File: src/rtl/secure_rf_pkg.sv
// Shared types for the owner-tagged secure register file.
package secure_rf_pkg;

  typedef enum logic [1:0] {
    SCRUB = 2'd0,
    IDLE  = 2'd1,
    LOCK  = 2'd2
  } state_e;

  typedef enum logic [1:0] {
    GRANT   = 2'd0,
    UNOWNED = 2'd1,
    DENY    = 2'd2
  } acc_e;

endpackage

File: src/rtl/rf_access_check.sv
// Classifies one access from an entry's valid bit, its owner and the requesting UID.
module rf_access_check
  import secure_rf_pkg::*;
#(
  parameter int unsigned UID_W = 12
) (
  input  logic             valid,
  input  logic [UID_W-1:0] owner,
  input  logic [UID_W-1:0] req_uid,
  output acc_e             result_c
);

  always_comb begin
    result_c = UNOWNED;
    if (valid) begin
      result_c = (owner == req_uid) ? GRANT : DENY;
    end
  end

endmodule

File: src/rtl/secure_reg_file.sv
// Owner-tagged register file with violation counting, timed lockout and
// post-reset scrubbing of all entries.
module secure_reg_file
  import secure_rf_pkg::*;
#(
  parameter int unsigned DATA_W      = 12,
  parameter int unsigned UID_W       = 12,
  parameter int unsigned DEPTH       = 16,
  parameter int unsigned ADDR_W      = $clog2(DEPTH),
  parameter int unsigned MAX_VIOL    = 3,
  parameter int unsigned LOCK_CYCLES = 1024
) (
  input  logic                          CLK,
  input  logic                          RST,
  input  logic [UID_W-1:0]              REQ_UID,
  input  logic                          WR_EN,
  input  logic                          REL_EN,
  input  logic [ADDR_W-1:0]             WR_ADDR,
  input  logic [DATA_W-1:0]             WR_DATA,
  input  logic                          RD_EN,
  input  logic [ADDR_W-1:0]             RD_ADDR1,
  input  logic [ADDR_W-1:0]             RD_ADDR2,
  output logic [DATA_W-1:0]             RD_DATA1,
  output logic [DATA_W-1:0]             RD_DATA2,
  output logic                          RD_VALID,
  output logic                          RD_DENY1,
  output logic                          RD_DENY2,
  output logic                          WR_DENY,
  output logic [UID_W-1:0]              OWNER_OUT,
  output logic                          BUSY,
  output logic                          LOCKED,
  output logic [$clog2(MAX_VIOL+1)-1:0] VIOL_CNT
);

  localparam int unsigned VIOL_W = $clog2(MAX_VIOL + 1);
  localparam int unsigned TMR_W  = $clog2(LOCK_CYCLES + 1);

  state_e              state_q, state_d;
  logic [ADDR_W-1:0]   scrub_idx_q, scrub_idx_d;
  logic [TMR_W-1:0]    lock_tmr_q, lock_tmr_d;
  logic [VIOL_W-1:0]   viol_cnt_q, viol_cnt_d;
  logic [DATA_W-1:0]   data_q  [DEPTH];
  logic [DATA_W-1:0]   data_d  [DEPTH];
  logic [UID_W-1:0]    owner_q [DEPTH];
  logic [UID_W-1:0]    owner_d [DEPTH];
  logic [DEPTH-1:0]    valid_q, valid_d;

  logic [DATA_W-1:0]   rd_data1_q, rd_data1_d, rd_data2_q, rd_data2_d;
  logic [UID_W-1:0]    owner_out_q, owner_out_d;
  logic                rd_valid_q, rd_valid_d, rd_deny1_q, rd_deny1_d, rd_deny2_q, rd_deny2_d;
  logic                wr_deny_q, wr_deny_d, busy_q, busy_d, locked_q, locked_d;

  acc_e                wr_res_c, rd1_res_c, rd2_res_c;
  logic                viol_c;

  rf_access_check #(.UID_W(UID_W)) u_chk_wr (
    .valid(valid_q[WR_ADDR]), .owner(owner_q[WR_ADDR]), .req_uid(REQ_UID), .result_c(wr_res_c)
  );
  rf_access_check #(.UID_W(UID_W)) u_chk_rd1 (
    .valid(valid_q[RD_ADDR1]), .owner(owner_q[RD_ADDR1]), .req_uid(REQ_UID), .result_c(rd1_res_c)
  );
  rf_access_check #(.UID_W(UID_W)) u_chk_rd2 (
    .valid(valid_q[RD_ADDR2]), .owner(owner_q[RD_ADDR2]), .req_uid(REQ_UID), .result_c(rd2_res_c)
  );

  always_comb begin
    state_d     = state_q;
    scrub_idx_d = scrub_idx_q;
    lock_tmr_d  = lock_tmr_q;
    viol_cnt_d  = viol_cnt_q;
    data_d      = data_q;
    owner_d     = owner_q;
    valid_d     = valid_q;
    rd_data1_d  = '0;
    rd_data2_d  = '0;
    owner_out_d = '0;
    rd_valid_d  = 1'b0;
    rd_deny1_d  = 1'b0;
    rd_deny2_d  = 1'b0;
    wr_deny_d   = 1'b0;
    viol_c      = 1'b0;

    case (state_q)
      SCRUB: begin
        data_d[scrub_idx_q]  = '0;
        owner_d[scrub_idx_q] = '0;
        if (scrub_idx_q == ADDR_W'(DEPTH - 1)) begin
          state_d     = IDLE;
          scrub_idx_d = '0;
        end else begin
          scrub_idx_d = scrub_idx_q + ADDR_W'(1);
        end
      end

      IDLE: begin
        if (WR_EN) begin
          if (wr_res_c == DENY) begin
            wr_deny_d = 1'b1;
            viol_c    = 1'b1;
          end else begin
            data_d[WR_ADDR]  = WR_DATA;
            owner_d[WR_ADDR] = REQ_UID;
            valid_d[WR_ADDR] = 1'b1;
          end
        end else if (REL_EN) begin
          if (wr_res_c == DENY) begin
            wr_deny_d = 1'b1;
            viol_c    = 1'b1;
          end else if (wr_res_c == GRANT) begin
            data_d[WR_ADDR]  = '0;
            owner_d[WR_ADDR] = '0;
            valid_d[WR_ADDR] = 1'b0;
          end
        end

        // Reads see pre-write contents: they sample the _q arrays.
        if (RD_EN) begin
          rd_valid_d  = 1'b1;
          owner_out_d = valid_q[RD_ADDR1] ? owner_q[RD_ADDR1] : '0;
          if (rd1_res_c == GRANT) rd_data1_d = data_q[RD_ADDR1];
          if (rd2_res_c == GRANT) rd_data2_d = data_q[RD_ADDR2];
          if (rd1_res_c == DENY) begin
            rd_deny1_d = 1'b1;
            viol_c     = 1'b1;
          end
          if (rd2_res_c == DENY) begin
            rd_deny2_d = 1'b1;
            viol_c     = 1'b1;
          end
        end

        if (viol_c) begin
          viol_cnt_d = viol_cnt_q + VIOL_W'(1);
          if (viol_cnt_q == VIOL_W'(MAX_VIOL - 1)) begin
            state_d    = LOCK;
            lock_tmr_d = TMR_W'(LOCK_CYCLES - 1);
          end
        end
      end

      LOCK: begin
        wr_deny_d = WR_EN | REL_EN;
        if (RD_EN) begin
          rd_valid_d = 1'b1;
          rd_deny1_d = 1'b1;
          rd_deny2_d = 1'b1;
        end
        if (lock_tmr_q == '0) begin
          state_d    = IDLE;
          viol_cnt_d = '0;
        end else begin
          lock_tmr_d = lock_tmr_q - TMR_W'(1);
        end
      end

      default: state_d = SCRUB;
    endcase

    busy_d   = (state_d == SCRUB);
    locked_d = (state_d == LOCK);
  end

  always_ff @(posedge CLK) begin
    if (RST) begin
      state_q     <= SCRUB;
      scrub_idx_q <= '0;
      lock_tmr_q  <= '0;
      viol_cnt_q  <= '0;
      valid_q     <= '0;
      rd_data1_q  <= '0;
      rd_data2_q  <= '0;
      owner_out_q <= '0;
      rd_valid_q  <= 1'b0;
      rd_deny1_q  <= 1'b0;
      rd_deny2_q  <= 1'b0;
      wr_deny_q   <= 1'b0;
      busy_q      <= 1'b1;
      locked_q    <= 1'b0;
    end else begin
      state_q     <= state_d;
      scrub_idx_q <= scrub_idx_d;
      lock_tmr_q  <= lock_tmr_d;
      viol_cnt_q  <= viol_cnt_d;
      valid_q     <= valid_d;
      data_q      <= data_d;
      owner_q     <= owner_d;
      rd_data1_q  <= rd_data1_d;
      rd_data2_q  <= rd_data2_d;
      owner_out_q <= owner_out_d;
      rd_valid_q  <= rd_valid_d;
      rd_deny1_q  <= rd_deny1_d;
      rd_deny2_q  <= rd_deny2_d;
      wr_deny_q   <= wr_deny_d;
      busy_q      <= busy_d;
      locked_q    <= locked_d;
    end
  end

  assign RD_DATA1  = rd_data1_q;
  assign RD_DATA2  = rd_data2_q;
  assign RD_VALID  = rd_valid_q;
  assign RD_DENY1  = rd_deny1_q;
  assign RD_DENY2  = rd_deny2_q;
  assign WR_DENY   = wr_deny_q;
  assign OWNER_OUT = owner_out_q;
  assign BUSY      = busy_q;
  assign LOCKED    = locked_q;
  assign VIOL_CNT  = viol_cnt_q;

endmodule

File: config.mk
export PLATFORM = sky130hd
export DESIGN_NAME = secure_reg_file
export DESIGN_NICKNAME = d
export VERILOG_FILES = /design/src/rtl/secure_rf_pkg.sv /design/src/rtl/rf_access_check.sv /design/src/rtl/secure_reg_file.sv
export SDC_FILE = /design/constraint.sdc
export NUM_CORES = 1
export LEC_CHECK = 0
export CAP_MARGIN = 20
export CORE_MARGIN = 5
export CORE_UTILIZATION = 57
export DETAILED_ROUTE_END_ITERATION = 12
export PLACE_DENSITY = 0.77
export SLEW_MARGIN = 20
export SYNTH_ARGS = -nofsm -noshare
export SYNTH_HDL_FRONTEND = slang
export SYNTH_HIERARCHICAL = 1
export SYNTH_SLANG_ARGS = --single-unit
File: constraint.sdc
create_clock -name CLK -period 6.1 [get_ports CLK]
set_input_delay 1.22 -clock CLK [delete_from_list [all_inputs] [get_ports CLK]]
set_output_delay 1.22 -clock CLK [all_outputs]
set_load 0.03 [all_outputs]
# Word-level counts from Yosys, hierarchy flattened
# Index checks and enable logic that the tools add are counted.
op_classes:
  n_eq_ne: 18
  bitwise_logic: 22
  reduce_logical: 22
  add_sub_neg: 3
  n_lt_le_gt_ge: 10
  mux: 80
op_table:
  columns: ["op", "n"]
  rows:
  - ["$mux 192", 10]
  - ["$and 192x192->192", 4]
  - ["$pmux 192 s2", 2]
  - ["$bwmux 192", 2]
  - ["$not 192->192", 2]
  - ["$bmux 12 s4", 5]
  - ["$mux 12", 12]
  - ["$demux 12 s4", 2]
  - ["$mux 16", 5]
  - ["$eq 12x12->1", 3]
  - ["$mux 11", 3]
  - ["$mux 2", 12]
  - ["$pmux 11 s2", 1]
  - ["$ge 5x5->1 const B", 4]
  - ["$not 4->5", 4]
  - ["$and 16x16->16", 1]
  - ["$mux 1", 16]
  - ["$not 16->16", 1]
  - ["$or 16x16->16", 1]
  - ["$lt 4x5->1 const B", 3]
  - ["$bmux 1 s4", 3]
  - ["$eq 2x2->1 const B", 6]
  - ["$reduce_or 4->1", 3]
  - ["$logic_not 11->1", 1]
  - ["other kinds (23)", 49]
word_totals:
  word_cells: 201
  output_inout_bits: 44
  ff_bits: 461

# Longest topological paths before layout
# Gate-level depths: netlist (run 1).
depth:
  ltp_word: 18
  ltp_mapped: 14

# Hierarchy
# The synthesis (run 1) kept the hierarchy.
modules_own_cells:
  columns: ["mod", "area_per_inst_um2", "cells_per_inst", "n_inst"]
  rows:
  - ["secure_reg_file", 30474.2, 2616, 1]
  - ["rf_access_check", 133.9, 17, 3]

# Least setup slack after synthesis (run 1)
# Ideal clock, no wire load.
synth_path:
  path_type: "input to register"
  start: "input WR_ADDR[0]"
  end: "register data_q[84] (netlist name), enable pin"
  setup_ns: 0.413
  path_slack_ns: 0.307
  arrival_time_ns: 5.380
  stages: 13
  path_cell_list: "clkbuf_1 buf_2 buf_2 mux4_2 mux4_2 xor2_1 nor4_1 a31oi_1 nand2b_1 o211ai_1 a21o_1 clkbuf_1 a21oi_1"
synth_between:
  elab_chain_len: 10
  word_cells_on_any_way: 14
synth_lines:
  columns: ["item", "line", "text"]
  rows:
  - ["start: declaration", "secure_reg_file.sv:18", "input logic [ADDR_W-1:0] WR_ADDR,"]
  - ["$not 4->5 (not written as such)", "secure_reg_file.sv:57", ".valid(valid_q[WR_ADDR]), .owner(owner_q[WR_ADDR]), .req_uid(REQ_UID), .result_c(wr_res_c)"]
  - ["$bmux 12 s4", "secure_reg_file.sv:57", null]
  - ["$mux 12 (not written as such) (2 in series)", "secure_reg_file.sv:57", null]
  - ["$eq 12x12->1", "rf_access_check.sv:16", "result_c = (owner == req_uid) ? GRANT : DENY;"]
  - ["$mux 2", "rf_access_check.sv:16", null]
  - ["$mux 2 (*)", "rf_access_check.sv:15", "if (valid) begin"]
  - ["net wr_res_c[1]", "secure_reg_file.sv:53", "acc_e wr_res_c, rd1_res_c, rd2_res_c;"]
  - ["$eq 2x2->1 or $logic_not 2->1 (tied branches)", "secure_reg_file.sv:97, secure_reg_file.sv:106, secure_reg_file.sv:109", null]
  - ["$ne 2x2->1 (no source line) or $ne 3x3->1 (tied branches)", null, null]
  - ["$reduce_and 5->1 (no source line) (*)", null, null]
  - ["end signal: assignment", "secure_reg_file.sv:185", "data_q <= data_d;"]
  - ["end: declaration", "secure_reg_file.sv:42", "logic [DATA_W-1:0] data_q [DEPTH];"]
# Mark *: on every way through the listed nets, which the timed path passes. The rest lies on a longest branch. The select of a mux whose other input is x is not followed.
# A chain may end at the register's enable or synchronous reset.

# Worst setup path in the final report (run 1)
layout_path:
  start: "input WR_ADDR[0]"
  end: "register owner_q[142] (netlist name), enable pin"
layout_between:
  elab_chain_len: 10
  word_cells_on_any_way: 14
layout_lines:
  columns: ["item", "line", "text"]
  rows:
  - ["$not 4->5 (not written as such)", "secure_reg_file.sv:57", null]
  - ["$bmux 12 s4", "secure_reg_file.sv:57", null]
  - ["$mux 12 (not written as such) (2 in series)", "secure_reg_file.sv:57", null]
  - ["$eq 12x12->1", "rf_access_check.sv:16", null]
  - ["$mux 2", "rf_access_check.sv:16", null]
  - ["$mux 2 (*)", "rf_access_check.sv:15", null]
  - ["net wr_res_c[1]", "secure_reg_file.sv:53", null]
  - ["$eq 2x2->1 or $logic_not 2->1 (tied branches)", "secure_reg_file.sv:97, secure_reg_file.sv:106, secure_reg_file.sv:109", null]
  - ["$ne 2x2->1 (no source line) or $ne 3x3->1 (tied branches)", null, null]
  - ["$reduce_and 5->1 (no source line) (*)", null, null]
  - ["end signal: assignment", "secure_reg_file.sv:186", "owner_q <= owner_d;"]
  - ["end: declaration", "secure_reg_file.sv:44", "logic [UID_W-1:0] owner_q [DEPTH];"]
# Marks and branches as above.

==> impl_metrics.json, run 1 <==
{
  "crit_slowest_cell": "nor4_1",
  "core_region_area_um2": 53710,
  "clock_latency_ns": 0.65,
  "worst_ir_drop_vdd_uv": 222.5,
  "dp_hpwl_um": 68550,
  "yosys.area.top_type": "edfxtp_1",
  "critPathTopFamily": "buffers and inverters",
  "clk_pin_slew_ns": 0.06,
  "synth_top_family_by_area": "multiplexers",
  "h-tree-depth": 2,
  "hold_viol": 0,
  "hold_class": "flop to flop",
  "die_h_um": 242.7,
  "grtUsageTotal_pct": 35.61,
  "dp.cells": 3219,
  "wl_per_cell_um": 32.98,
  "period_share_pct": 85.07,
  "ys_top_cells_by_area": "edfxtp_1 (37%), mux4_2 (23%), a22o_1 (10%)",
  "rsz0062_at_grt": "no",
  "wirelength_um": 109200,
  "post-cts-setup-buffers": 0,
  "crit_type": "input port to flop",
  "pwr-share-seq_pct": 44.8,
  "slew_violations": 0,
  "dieArea_um2": 58920,
  "drive_gt1_share_pct": 21.45,
  "cts_resized": 0,
  "switching_share_pct": 27.92,
  "dr.pass1.iters": 6,
  "synthSimpleGateAreaFrac_pct": 8.473,
  "async_flop_share_pct": 0,
  "ctsHoldBuffers": 0,
  "outcome": "completed",
  "grt_max_degree": 170,
  "worst-slew-pin-transition_ns": 1.276,
  "drc_errors": 0,
  "fin_setup_tns_ns": 0,
  "cts_tree": "built",
  "areaGrowthSynthToFinish_pct": 10.78,
  "combPwrFrac_pct": 17.5,
  "grt_remaining_overflow": 0,
  "final_common_cell": "nand2_1",
  "relSlewSlack_pct": 14.93,
  "power.total_w": 0.008656,
  "worstPathRequired_ns": 6.43,
  "leakage_nw": 12.14,
  "root_buffer": "clkbuf_16",
  "finClkSkew_ns": 0.03080,
  "syn_area_um2": 30880,
  "ys.flop_type": "edfxtp_1",
  "cts_buffers": 49,
  "critical_path.cell_chain": "buf_4 > buf_12 > mux4_2 > mux4_2 > xor2_1 > nor4_1 > a31oi_1 > nand2b_1 > o211ai_1 > a21o_1 > buf_4 > a21oi_4 > buf_12",
  "ant_nets": 0,
  "finalSetupViolations": 0,
  "fin_nets": 2625,
  "ys_seq_elements": 461,
  "ios": 85,
  "cp-end-kind": "flop",
  "grt_pass1_wl_um": 161200,
  "io_buffers": 84,
  "cts_sinks": 461,
  "start_util_pct": 57.49,
  "synth_top_cell_area_share_pct": 37.35,
  "path_buf_inv": 4,
  "avgSynthCellArea_um2": 11.58,
  "grt_pass1_vias": 25365,
  "synthMuxAreaShare_pct": 22.97,
  "yosys_warnings": 6,
  "crit_path_start_kind": "input port",
  "fp-row-count": 85,
  "synth-seq-area-share_pct": 42.34,
  "max_freq_mhz": 192.7,
  "power_density_nw_per_um2": 253.1,
  "fin_crit_ns": 5.189,
  "synth_fa_ha_area_share_pct": 0.4052,
  "die-width_um": 242.7,
  "final_cell_count_no_fill": 3312,
  "synth_xor_area_share_pct": 1.050,
  "place.gp.congestion": 0.9836,
  "synth_edf_count": 384,
  "synth_compound_area_share_pct": 20.50,
  "p_switching_w": 0.002416,
  "cap_violations": 0,
  "clkPwrFrac_pct": 37.7,
  "synth_cells": 2667,
  "drt_iter0_drc": 5499,
  "p_int_w": 0.006239,
  "critPathMaxStageDelay_ns": 0.70,
  "num_vias": 26731,
  "antenna_found_initial": 4,
  "syn_nets": 2718,
  "synth.distinct_cells": 48,
  "cts_buffer_depth": 3,
  "critPathMaxFanout": 24,
  "final_cell_mix": "nand2_1 (480), o22ai_1 (384), edfxtp_1 (384)",
  "worstPathArrival_ns": 5.52,
  "vias_per_cell": 8.071
}
-- area by class of cell --
type | instances | area [um2]
repair buffers | 183 | 1657
clock buffers | 63 | 1356
clock inverters | 29 | 357.8
inverters | 12 | 45.04
diodes | 1 | 2.502
flip-flops and latches | 461 | 13070
fillers | 3787 | 19500
multi-input cells | 1867 | 16840
well taps | 696 | 870.8
-- cell families (layout without fill, tap and decap cells) --
| logic type | count (synthesis) | count (layout) |
|---|---|---|
| fa+ha+maj | 10 | 10 |
| simple gates | 621 | 621 |
| flops | 461 | 461 |
| mux | 316 | 316 |
| other cells | 0 | 1 |
| buf+inv | 339 | 287 |
| xor+xnor | 37 | 37 |
| compound gates | 883 | 883 |
-- worst paths after layout --
check / startpoint / endpoint / slack (ns) / cells past startpoint
max: WR_ADDR[0] / owner_q[142]$_DFFE_PP_ / 0.91 / 13
min: lock_tmr_q[10]$_SDFFE_PP0P_ / lock_tmr_q[10]$_SDFFE_PP0P_ / 0.47 / 2
max reg2reg: owner_q[105]$_DFFE_PP_ / owner_q[142]$_DFFE_PP_ / 1.72 / 12
min reg2reg: lock_tmr_q[10]$_SDFFE_PP0P_ / lock_tmr_q[10]$_SDFFE_PP0P_ / 0.47 / 2
-- layer usage --
layer  routed length [um]  share of wire, %  vias to the layer above  GRT usage [%]
li1                     -                 -                    10625              -
met1                36060                33                    12862          46.67
met2                47500                43                     2664          52.81
met3                17220                16                      576          10.78
met4                 8445               7.7                        4          21.24
met5                   21             0.019                        -              0
-- power by group through the flow --
stage | Sequential (W) | Combinational (W) | Clock (W)
6_report | 0.00388 | 0.00152 | 0.00326
5_1_grt | 0.00389 | 0.00157 | 0.00338
4_1_cts | 0.00386 | 0.00147 | 0.00325
3_5_place_dp | 0.00393 | 0.00146 | 0
3_3_place_gp | 0.00390 | 0.00141 | 0
2_1_floorplan | 0.00383 | 0.00106 | 0
-- stage by stage --
step                      setup slack, ns  utilization, %  instance area [um2]  hold WS (ns)
final                              0.9106           63.69                34210        0.4720
after global routing               0.7406           63.68                34200        0.5057
after CTS                           1.066           63.65                34180        0.4741
after detailed placement           0.4243           60.45                32470        0.4627
after global placement             0.4373           60.45                32470        0.4419
after floorplan                    0.3071               -                30880        0.4301
-- flip-flops by register name, indices dropped and copies added (netlist names), named ones only --
register,flops
data_q,192
owner_q,192
OWNER_OUT,12
RD_DATA1,12
RD_DATA2,12
lock_tmr_q,11
scrub_idx_q,4
VIOL_CNT,2
state_q,2
BUSY,1
LOCKED,1
RD_DENY1,1
RD_DENY2,1
RD_VALID,1
WR_DENY,1
-- worst reg2reg max path: cells and delay by family, from the launching register on --
kind            cells  cell delay (ns)
compound gates      4             0.85
xor+xnor            1             0.16
buf+inv             3             0.74
flops               1             0.55
mux                 2             0.99
simple gates        2             0.77
-- cell usage after synthesis, drive strengths merged (3+ instances only) --
master  number
nand3b       4
a31oi       14
o211ai       3
and2        16
nor2b       36
nor4        10
o41ai        3
nor2        29
ha          10
a22o       360
or3          8
inv         12
buf         53
mux4       314
o22ai      384
o21ai       49
clkbuf     274
a21oi       57
nand3       10
nand2      489
or4          4
a211oi       4
nor3         3
edfxtp     384
nand2b       5
dfxtp       77
xor2        37
Power figures use the tool's default switching activity.
==> inputs of run 2 (changes only) <==
==> constraint.sdc (replaced) <==
create_clock -name CLK -period 4.2 [get_ports CLK]
set_input_delay 0.84 -clock CLK [delete_from_list [all_inputs] [get_ports CLK]]
set_output_delay 0.84 -clock CLK [all_outputs]
set_load 0.03 [all_outputs]
==> run 2 against run 1 <==
  * Worst setup slack worse by 0.81 ns
  * Worst hold slack worse by 0.0027 ns
  * Sequential share of layout area down 1.1 points
  * Wire length up 2.4%
  * Die area unchanged
  * Clock power up 30%
  * Critical path depth unchanged
  * Utilization up 1.9 points
  * Design area up 2.9%
  * Cell count up 2.4%
  * Non-clock buffer count up 77
  * Critical path type unchanged
  * Largest power group unchanged
==> impl_metrics.json, run 2 (same netlist as run 1, synthesis figures left out) <==
{
  "worstPathArrival_ns": 4.42,
  "final_cell_mix": "nand2_1 (480), o22ai_1 (384), edfxtp_1 (384)",
  "grt_pass1_vias": 25393,
  "cap_violations": 0,
  "place.gp.congestion": 0.9954,
  "p_int_w": 0.008719,
  "ant_nets": 0,
  "p_switching_w": 0.003463,
  "switching_share_pct": 28.42,
  "die_h_um": 242.7,
  "worst-slew-pin-transition_ns": 1.333,
  "core_region_area_um2": 53710,
  "multi_input_area_um2": 16940,
  "relSlewSlack_pct": 11.11,
  "pwr-share-seq_pct": 46.5,
  "cts_tree": "built",
  "clock_latency_ns": 0.63,
  "ctsHoldBuffers": 0,
  "critPathMaxStageDelay_ns": 0.51,
  "wirelength_um": 111800,
  "die-width_um": 242.7,
  "drive_gt1_share_pct": 23.20,
  "hp-start": "lock_tmr_q[10]$_SDFFE_PP0P_",
  "reg_top3": "data_q (192), owner_q (192)",
  "critPathMaxFanout": 16,
  "crit_slowest_cell": "mux4_2",
  "crit_path_start_kind": "input port",
  "max_freq_mhz": 243.9,
  "root_buffer": "clkbuf_16",
  "drc_errors": 0,
  "finalSetupViolations": 0,
  "finClkSkew_ns": 0.02699,
  "clk_pin_slew_ns": 0.06,
  "r2r-start": "owner_q[160]$_DFFE_PP_",
  "crit_start": "WR_ADDR[0]",
  "grt_remaining_overflow": 0,
  "cp-end-kind": "flop",
  "areaGrowthSynthToFinish_pct": 14.02,
  "critical_path.cell_chain": "buf_4 > buf_12 > mux4_2 > mux4_2 > xor2_1 > nor4_2 > buf_4 > a31oi_1 > nand2b_1 > o211ai_1 > a21o_4 > a21oi_4 > buf_12",
  "fp-row-count": 85,
  "final_cell_count_no_fill": 3390,
  "final_common_cell": "nand2_1",
  "dr.pass1.iters": 6,
  "vias_per_cell": 7.956,
  "dieArea_um2": 58920,
  "slew_violations": 0,
  "drt_iter0_drc": 4784,
  "worstPathRequired_ns": 4.52,
  "post-route-util_pct": 65.55,
  "num_vias": 26971,
  "start_util_pct": 57.49,
  "antenna_found_initial": 0,
  "fin_crit_ns": 4.100,
  "period_share_pct": 97.61,
  "fin_nets": 2704,
  "grtUsageTotal_pct": 36.67,
  "rsz0062_at_grt": "no",
  "power_density_nw_per_um2": 346.0,
  "clkPwrFrac_pct": 34.7,
  "leakage_nw": 12.60,
  "io_buffers": 84,
  "hold_class": "flop to flop",
  "grt_max_degree": 248,
  "cts_sinks": 461,
  "worst_ir_drop_vdd_uv": 283.5,
  "h-tree-depth": 2,
  "num_antenna_cells": 0,
  "grt_pass1_wl_um": 165500,
  "wl_per_cell_um": 32.99,
  "crit_type": "input port to flop",
  "dp.cells": 3294,
  "dp_hpwl_um": 72960,
  "hold_viol": 0,
  "cts_buffers": 51,
  "fill_cells": 3775,
  "cts_buffer_depth": 3,
  "outcome": "completed",
  "ios": 85,
  "seq_area_um2": 13070,
  "combPwrFrac_pct": 18.8
}
-- run 2: changes by cell type in the layout (fill, tap and decap cells not counted), sizes merged --
cell           change
clkinv             +8
diode              -1
inv                -2
clkinvlp           -1
clkdlybuf4s50      -1
bufinv             -6
clkbuf             +3
buf               +78
-- run 2: through the flow --
step	hold slack [ns]	power [W]	TNS, ns	setup slack, ns	cell area (um2)
floorplan	0.4301	0.007127	-33.92	-0.1414	31210
global placement	0.4396	0.007848	-189.35	-0.5461	33640
detailed placement	0.4522	0.007946	-171.09	-0.4904	33640
CTS	0.4610	0.01209	0	0.1317	35140
global route	0.4835	0.01248	0	0.02727	35200
finish	0.4694	0.01218	0	0.1003	35200
-- run 2: layout make-up --
class | count | share of cell area (%)
inverter | 12 | 0.1279
clock buffer | 66 | 3.785
timing repair buffer | 260 | 7.869
multi-input combinational | 1867 | 48.12
tap | 696 | 2.474
sequential | 461 | 37.13
clock inverter | 28 | 0.4869
-- run 2: worst paths after layout --
kind | to | slack, ns | depth (start not counted)
max | owner_q[159]$_DFFE_PP_ | 0.10 | 13
min | lock_tmr_q[10]$_SDFFE_PP0P_ | 0.47 | 2
min reg2reg | lock_tmr_q[10]$_SDFFE_PP0P_ | 0.47 | 2
max reg2reg | owner_q[159]$_DFFE_PP_ | 0.23 | 11
-- run 2: power by group through the flow --
| stage | Sequential, W | Combinational (W) | Clock (W) |
|---|---|---|---|
| 6_report | 0.00566 | 0.00229 | 0.00423 |
| 5_1_grt | 0.00567 | 0.00239 | 0.00442 |
| 4_1_cts | 0.00563 | 0.00224 | 0.00423 |
| 3_5_place_dp | 0.00572 | 0.00223 | 0 |
| 3_3_place_gp | 0.00570 | 0.00215 | 0 |
| 2_1_floorplan | 0.00555 | 0.00157 | 0 |
-- run 2: worst max-delay path, delay by kind of cell --
| family | cells | cell delay (ns) |
|---|---|---|
| multiplexers | 2 | 1.01 |
| AO/OA/AOI/OAI | 4 | 0.97 |
| buffers and inverters | 4 | 0.82 |
| AND/OR/NAND/NOR | 2 | 0.52 |
| XOR/XNOR | 1 | 0.18 |
-- run 2: routing by layer --
metal / wire length (um) / vias to the layer above / GRT usage [%] / part of all wire [%]
li1: - / 10796 / - / -
met1: 37690 / 13175 / 49.46 / 34
met2: 50020 / 2542 / 55.35 / 45
met3: 16420 / 458 / 8.691 / 15
met4: 7706 / 0 / 20.41 / 6.9
met5: 0 / - / 0 / 0
-- run 2: what timing repair did --
item                                    in CTS  in global routing
setup buffers                                0                  0
endpoints found under the setup margin       0                 83
resized for setup                            0                  1
